<file path="config.mk">
export PLATFORM = sky130hd
export DESIGN_NAME = bin2bcd_seq
export DESIGN_NICKNAME = d
export VERILOG_FILES = /design/src/rtl/bin2bcd_seq_pkg.sv /design/src/rtl/bin2bcd_seq_add3.sv /design/src/rtl/bin2bcd_seq.sv
export SDC_FILE = /design/constraint.sdc
export NUM_CORES = 1
export LEC_CHECK = 0
export CAP_MARGIN = 30
export CELL_PAD_IN_SITES_DETAIL_PLACEMENT = 1
export CELL_PAD_IN_SITES_GLOBAL_PLACEMENT = 1
export CORE_UTILIZATION = 42
export CTS_CLUSTER_SIZE = 40
export DETAILED_ROUTE_END_ITERATION = 8
export PLACE_DENSITY = 0.94
export SETUP_SLACK_MARGIN = 0.2
export SYNTH_ARGS = -nofsm -noshare
export SYNTH_HDL_FRONTEND = slang
export SYNTH_SLANG_ARGS = --single-unit
</file>
<file path="constraint.sdc">
create_clock -name clk -period 4.8 [get_ports clk]
set_input_delay 0.72 -clock clk [delete_from_list [all_inputs] [get_ports clk]]
set_output_delay 0.72 -clock clk [all_outputs]
set_load 0.02 [all_outputs]
</file>
<file path="src/rtl/bin2bcd_seq_pkg.sv">
// Shared types and sizing helpers for the sequential binary-to-BCD converter.
package bcd_pkg;

  localparam int BCD_DIGIT_W = 4;

  typedef enum logic [1:0] {
    IDLE  = 2'd0,
    SHIFT = 2'd1,
    DONE  = 2'd2
  } bcd_state_t;

  // Number of decimal digits needed to print 2^w - 1.
  function automatic int bcd_digits(int w);
    longint unsigned v;
    int d;
    v = (64'd1 << w) - 64'd1;
    d = 0;
    for (int i = 0; i < 20; i++) begin
      if (v != 0) begin
        v = v / 10;
        d++;
      end
    end
    if (d == 0) d = 1;
    return d;
  endfunction

endpackage

</file>
<file path="src/rtl/bin2bcd_seq_add3.sv">
// Double-dabble correction cell: a BCD digit of 5 or more gets +3 before the shift.
module bcd_add3_digit
  import bcd_pkg::*;
(
  input  logic [BCD_DIGIT_W-1:0] digit,
  output logic [BCD_DIGIT_W-1:0] adj
);

  assign adj = (digit >= BCD_DIGIT_W'(5)) ? digit + BCD_DIGIT_W'(3) : digit;

endmodule

</file>
<file path="src/rtl/bin2bcd_seq.sv">
// Iterative binary-to-BCD converter, one magnitude bit per clock, with valid/ready
// on both sides, a sign flag and a leading-zero blanking mask.
//
// state | meaning
// IDLE  | waiting for a sample, in_ready high
// SHIFT | double-dabble iterations running, counter counts down to 0
// DONE  | result presented on out_*, held until out_ready
module bin2bcd_seq
  import bcd_pkg::*;
#(
  parameter int BIN_W       = 11,
  parameter int SIGNED_MODE = 0,
  localparam int DIGITS     = bcd_digits(BIN_W)
) (
  input  logic                          clk,
  input  logic                          rst,
  input  logic                          in_valid,
  output logic                          in_ready,
  input  logic [BIN_W-1:0]              in_bin,
  output logic                          out_valid,
  input  logic                          out_ready,
  output logic [BCD_DIGIT_W*DIGITS-1:0] out_bcd,
  output logic                          out_neg,
  output logic [DIGITS-1:0]             out_digit_en
);

  localparam int BCD_W = BCD_DIGIT_W * DIGITS;
  localparam int CNT_W = $clog2(BIN_W);

  bcd_state_t state, state_next;

  logic [CNT_W-1:0]       cnt;
  logic [BIN_W-1:0]       mag;
  logic [BIN_W-1:0]       in_mag;
  logic                   in_sign;
  logic [BCD_W-1:0]       acc;
  logic [BCD_W-1:0]       acc_adj;
  logic [BCD_W+BIN_W-1:0] shifted;
  logic                   neg_q;
  logic                   accept;
  logic [DIGITS-1:0]      digit_nz;

  assign in_ready  = (state == IDLE) | ((state == DONE) & out_ready);
  assign out_valid = (state == DONE);
  assign accept    = in_valid & in_ready;

  // -2^(BIN_W-1) negates to itself, which read unsigned is the correct magnitude.
  assign in_sign = (SIGNED_MODE != 0) && in_bin[BIN_W-1];
  assign in_mag  = in_sign ? (~in_bin) + BIN_W'(1) : in_bin;

  assign shifted = {acc_adj, mag} << 1;

  for (genvar g = 0; g < DIGITS; g++) begin : g_digit
    bcd_add3_digit u_add3 (
      .digit (acc[g*BCD_DIGIT_W +: BCD_DIGIT_W]),
      .adj   (acc_adj[g*BCD_DIGIT_W +: BCD_DIGIT_W])
    );

    assign digit_nz[g] = |out_bcd[g*BCD_DIGIT_W +: BCD_DIGIT_W];

    if (g == 0) begin : g_units
      assign out_digit_en[g] = 1'b1;
    end else begin : g_upper
      assign out_digit_en[g] = |digit_nz[DIGITS-1:g];
    end
  end

  always_ff @(posedge clk) begin
    if (rst) begin
      state <= IDLE;
    end else begin
      state <= state_next;
    end
  end

  always_comb begin
    state_next = state;
    case (state)
      IDLE:    if (in_valid) state_next = SHIFT;
      SHIFT:   if (cnt == '0) state_next = DONE;
      DONE:    if (out_ready) state_next = in_valid ? SHIFT : IDLE;
      default: state_next = IDLE;
    endcase
  end

  // Working registers are separate from out_bcd/out_neg so the last delivered
  // result stays visible while the next conversion runs.
  always_ff @(posedge clk) begin
    if (rst) begin
      cnt     <= '0;
      mag     <= '0;
      acc     <= '0;
      neg_q   <= 1'b0;
      out_bcd <= '0;
      out_neg <= 1'b0;
    end else if (accept) begin
      mag   <= in_mag;
      acc   <= '0;
      neg_q <= in_sign;
      cnt   <= CNT_W'(BIN_W - 1);
    end else if (state == SHIFT) begin
      {acc, mag} <= shifted;
      if (cnt != '0) begin
        cnt <= cnt - CNT_W'(1);
      end else begin
        out_bcd <= shifted[BCD_W+BIN_W-1 -: BCD_W];
        out_neg <= neg_q & (|shifted[BCD_W+BIN_W-1 -: BCD_W]);
      end
    end
  end

endmodule

</file>
==> run_results.csv, run 1 <==
group,metric,value,unit
detailed_routing,final_antenna_net_count,0,
setup_path,critPathMaxFanout,4,
synthesis,avgSynthCellArea,8.47,sq um
setup_path,cp-startpoint,"out_ready",
synthesis,synth_nets,297,
setup_path,worstReg2RegStart,"state[0]$_SDFFE_PP0P_",
clock_network,cts_hold_buf,0,
timing,worst_pin_slew,0.840,ns
timing,rsz0062_at_grt,"no",
layout,diodes,0,
floorplanning,start_util,44.3,%
detailed_routing,first_iter_violations,60,
clock_network,clkTransAtPathRegs,0.09,ns
synthesis,ys_seq_area_share,42.6,%
timing,finalSetupViolations,0,
clock_network,cts_max_level,2,
clock_network,cts_max_path_buffers,2,
layout,mostFrequentLayoutCells,"dfxtp_1 (49), nand2_1 (43), clkdlybuf4s50_1 (35)",
timing,finalHoldViolations,0,
status,status,"finished, final reports clean",
synthesis,syn_area,0.00230,sq mm
job,drv_cap,0,
synthesis,synth.distinct_cells,29,
timing,slew-limit-headroom,43.9,%
detailed_routing,routed_wl,6.04,mm
global_route,grt_pass1_vias,2121,
global_route,grt_overflow,0,
floorplanning,die_w,76.1,microns
global_route,grt_pass1_wl,9.91,mm
floorplanning,core,0.00520,sq mm
timing,holdWs,0.483,ns
power_and_ir_drop,leakagePower,0.969,nW
timing,setup_ws,2.01,ns
layout,area_growth,21.2,%
detailed_routing,num_vias,2054,
timing,max_freq,359,MHz
clock_network,numCtsBuffers,5,
detailed_routing,drc,0,
place,io_buffers,35,
floorplanning,die_h,76.1,microns
power_and_ir_drop,ir_drop,0.141,mV
setup_path,cp.required,4.08,ns
setup_path,crit_path_start_kind,"input pin",
setup_path,critPathCaptureType,"output port",
clock_network,clk_latency,0.31,ns
global_route,track_usage,21.8,%
setup_path,critPathArrivalTime,2.07,ns
setup_path,critPathKind,"input pin to output port",
place,pre_cts_slack,1.78,ns
place,place_hpwl,4.13,mm
power_and_ir_drop,cellPowerDensity,338,mW/mm^2
detailed_routing,vias_per_cell,5.52,
global_route,grt_max_degree,27,
place,globalplace.congestion,0.773,
layout,drive_above_1_share,6.95,%
timing,drv_slew,0,
layout,layout_commonest_cell,"dfxtp_1",
clock_network,post_cts_buffers,0,
floorplanning,ios,38,
clock_network,root_buffer,"clkbuf_8",
layout,fin_nets,326,
hold_path,hp-start,"mag[6]$_SDFFE_PP0P_",
clock_network,cts-resized-gates,0,
synthesis,synth_seq_cells,49,
clock_network,cts.sinks,49,
timing,fin_crit_sh,58.1,%
detailed_routing,routedWlPerCell,16.2,microns
synthesis,ys_warn_count,0,
timing,finClkSkew,0.00319,ns
synthesis,syn_inst,272,
floorplanning,rows,26,
timing,tns,0,ns
clock_network,cts_tree,"built",
global_route,antenna_found_initial,0,
detailed_routing,firstDrtPassIters,4,
floorplanning,dieArea,0.00579,sq mm
hold_path,min_path_type,"register to register",
timing,fin_crit,2.79,ns
-- through the flow --
stage               util, %  instance area (sq um)  power (mW)  cells
floorplan                 -                   2300       0.576    272
CTS                    53.7                   2790       0.955    372
detailed placement     51.4                   2680       0.642    364
global placement       51.2                   2660       0.629    363
finish                 53.7                   2790       0.945    372
global route           53.7                   2790       0.985    372
-- sequential cells by signal, summed over array words and instances (netlist names) --
| signal | flops |
|---|---|
| out_bcd | 16 |
| cnt | 4 |
| mag | 11 |
| state | 2 |
| acc | 16 |
-- cell families after synthesis --
logic type                 share of synthesized area (%)
AOI/OAI and AO/OA                                   18.8
and+or+nand+nor                                     21.7
xor gates and xnor gates                            2.28
other                                              0.326
DFF                                                 42.6
adders and majority gates                           5.43
muxes                                               2.82
buffers and inverters                               6.08
-- power breakdown --
| group | switching, mW | leakage [nW] | internal (mW) |
|---|---|---|---|
| logic | 0.111 | 0.512 | 0.0784 |
| registers | 0.0172 | 0.399 | 0.429 |
| clock network | 0.140 | 0.0585 | 0.170 |
| total | 0.268 | 0.969 | 0.677 |
-- final timing paths --
kind	end	slack, ns	depth (start not counted)
setup reg to reg	acc[8]$_SDFFE_PP0P_	2.54	4
setup / recovery	in_ready	2.01	4
hold / removal	mag[7]$_SDFFE_PP0P_	0.48	2
hold reg to reg	mag[7]$_SDFFE_PP0P_	0.48	2
-- synthesized netlist by cell type, drive strengths merged --
cell type | number | share of area (%)
dfxtp | 49 | 43
nand2 | 43 | 7.0
nor2 | 29 | 5.4
a21oi | 20 | 4.3
o22ai | 16 | 4.3
buf | 12 | 3.5
inv | 12 | 2.0
a211oi | 10 | 4.3
a311oi | 10 | 3.8
ha | 10 | 5.4
nand3 | 10 | 2.2
o21ai | 9 | 2.0
nor3b | 7 | 2.3
nand2b | 6 | 1.6
xnor2 | 5 | 1.9
clkbuf | 4 | 0.65
mux2 | 4 | 2.0
nor2b | 4 | 1.1
nor4 | 4 | 1.1
conb | 2 | 0.33
mux2i | 2 | 0.87
and2 | 1 | 0.27
and3 | 1 | 0.27
or3b | 1 | 0.49
xor2 | 1 | 0.38
-- layout make-up --
class | count | area, sq um
Timing Repair Buffer | 38 | 380
Inverter | 12 | 45.0
Fill cell | 624 | 2410
Sequential cell | 49 | 981
Multi-Input combinational cell | 195 | 1180
Clock inverter | 1 | 30.0
Clock buffer | 7 | 86.3
Tap cell | 70 | 87.6
-- layer usage --
metal	track usage [%]	routed length, microns	vias to the layer above
met5	0	0	-
met2	39.2	3180	42
li1	-	-	998
met1	25.2	2590	1007
met3	4.19	197	7
met4	8.85	76	0
-- critical path, cell delays in order --
cell             delay [ns]
clkdlybuf4s50_1        0.45
nand2b_1               0.15
nor2b_1                0.15
clkdlybuf4s50_1        0.61
(Power assumes the default switching activity.)
==> inputs of run 2 (changes only) <==
Settings changed: CORE_UTILIZATION 42 to 35, PLACE_DENSITY 0.94 to 0.85.
Clock period 4.8 ns to 2.3 ns, I/O delays scaled along.
==> run_results.csv, run 2 (synthesized netlist as in run 1, its figures left out) <==
group,metric,value,unit
setup_path,crit_path_start_kind,"register",
floorplanning,ios,38,
job,drv_cap,0,
floorplanning,die_h,83.1,microns
floorplanning,dieArea,0.00691,sq mm
setup_path,reg2reg_to,"out_bcd[0]$_SDFFE_PP0P_",
layout,diodes,0,
place,io_buffers,35,
setup_path,critPathArrivalTime,1.63,ns
clock_network,root_buffer,"clkbuf_8",
place,placed_area,0.00272,sq mm
clock_network,cts.sinks,49,
timing,finalHoldViolations,0,
place,place_hpwl,4.06,mm
detailed_routing,drc,0,
clock_network,cts_tree,"built",
global_route,grt_max_degree,25,
layout,final_area,0.00282,sq mm
layout,area_growth,22.4,%
detailed_routing,routedWlPerCell,14.6,microns
setup_path,cp-startpoint,"out_bcd[8]$_SDFFE_PP0P_",
setup_path,r2r_slack,0.45,ns
timing,fin_crit,1.97,ns
setup_path,critPathCaptureType,"output port",
floorplanning,die_w,83.1,microns
setup_path,reg2reg_depth,7,
clock_network,clk_latency,0.31,ns
detailed_routing,first_iter_violations,43,
hold_path,hold_end,"mag[0]$_SDFFE_PP0P_",
timing,finClkSkew,0.00416,ns
timing,tns,0,ns
detailed_routing,vias_per_cell,5.26,
global_route,grt_pass1_wl,9.61,mm
layout,drive_above_1_share,9.45,%
global_route,grt_pass1_vias,2058,
detailed_routing,num_vias,2019,
floorplanning,core,0.00635,sq mm
floorplanning,start_util,36.3,%
detailed_routing,final_antenna_net_count,0,
layout,final_core_util,44.4,%
clock_network,clkTransAtPathRegs,0.09,ns
hold_path,hold_path_depth,2,
layout,largestRegisters,"acc (16), out_bcd (16), mag (11)",
detailed_routing,firstDrtPassIters,4,
floorplanning,rows,29,
power_and_ir_drop,ir_drop,0.263,mV
timing,max_freq,506,MHz
setup_path,cp.required,1.96,ns
layout,mostFrequentLayoutCells,"dfxtp_1 (49), nand2_1 (43), clkdlybuf4s50_1 (33)",
global_route,antenna_found_initial,0,
power_and_ir_drop,cellPowerDensity,646,mW/mm^2
timing,fin_crit_sh,85.8,%
place,pre_cts_slack,0.251,ns
clock_network,cts_max_path_buffers,2,
timing,setup_ws,0.326,ns
layout,multiInputGateArea,0.00120,sq mm
place,globalplace.congestion,0.766,
power_and_ir_drop,leakagePower,0.995,nW
clock_network,cts_hold_buf,0,
global_route,track_usage,17.1,%
layout,fillers,750,
layout,layoutNonFillerInstCount,384,
clock_network,cts_max_level,2,
hold_path,min_path_type,"register to register",
timing,rsz0062_at_grt,"no",
setup_path,critPathMaxFanout,3,
setup_path,critPathKind,"register to output port",
status,status,"finished, final reports clean",
power_and_ir_drop,power.total,1.82,mW
layout,fin_nets,331,
place,placedCellCount,376,
timing,drv_slew,0,
timing,holdWs,0.479,ns
layout,seqCellArea,981,sq um
timing,finalSetupViolations,0,
detailed_routing,routed_wl,5.62,mm
setup_path,worstReg2RegStart,"cnt[0]$_SDFFE_PP0P_",
hold_path,hp-start,"mag[0]$_SDFFE_PP0P_",
global_route,grt_overflow,0,
clock_network,numCtsBuffers,5,
layout,layout_commonest_cell,"dfxtp_1",
[run 2: cell count changes in the layout (fill, tap and decap cells not counted), sizes merged]
cell / before / now
buf: 3 / 8
bufinv: 1 / 0
clkbuf: 7 / 5
clkdlybuf4s50: 35 / 33
clkinv: 0 / 2
clkinvlp: 0 / 1
dlymetal6s2s: 0 / 2
[run 2: layout make-up]
class	count	share of cell area (%)
Multi-Input combinational cell	195	42.4
Sequential cell	49	34.8
Timing Repair Buffer	43	14.7
Tap cell	77	3.42
Clock buffer	5	2.44
Inverter	12	1.60
Clock inverter	3	0.621
[run 2: worst max-delay path, cell delays in order (launching register included)]
cell             delay, ns
dfxtp_1               0.35
nor4_2                0.35
nand2_1               0.09
clkdlybuf4s50_1       0.54
[run 2: where the power goes]
group	total [mW]	switching [mW]	leakage, nW	internal [mW]
clock	0.501	0.291	0.0439	0.210
sequential	0.930	0.0348	0.399	0.895
combinational	0.391	0.221	0.552	0.170
total	1.82	0.547	0.995	1.28
[run 2: metal layers]
metal / track usage, % / part of all wire, %
met1: 20.7 / 46
met2: 30.1 / 49
met3: 3.58 / 3.5
met4: 5.33 / 1.7
met5: 0 / 0
[run 2: worst max path at each step]
| stage | to |
|---|---|
| finish | out_digit_en[2] |
| global route | out_digit_en[2] |
| CTS | in_ready |
| detailed placement | in_ready |
| global placement | in_ready |
| floorplan | out_bcd[14]$_SDFFE_PP0P_ |
[run 2: what timing repair did]
action                     4_1_cts  5_1_grt
resized for setup                2        2
setup buffers                    0        0
setup endpoints to repair        2        2
==> inputs of run 3 (changes only) <==
Settings changed: CAP_MARGIN 30 to 15.
==> results of run 3 <==
Final layout, timing and power as in run 2 (identical DEF).
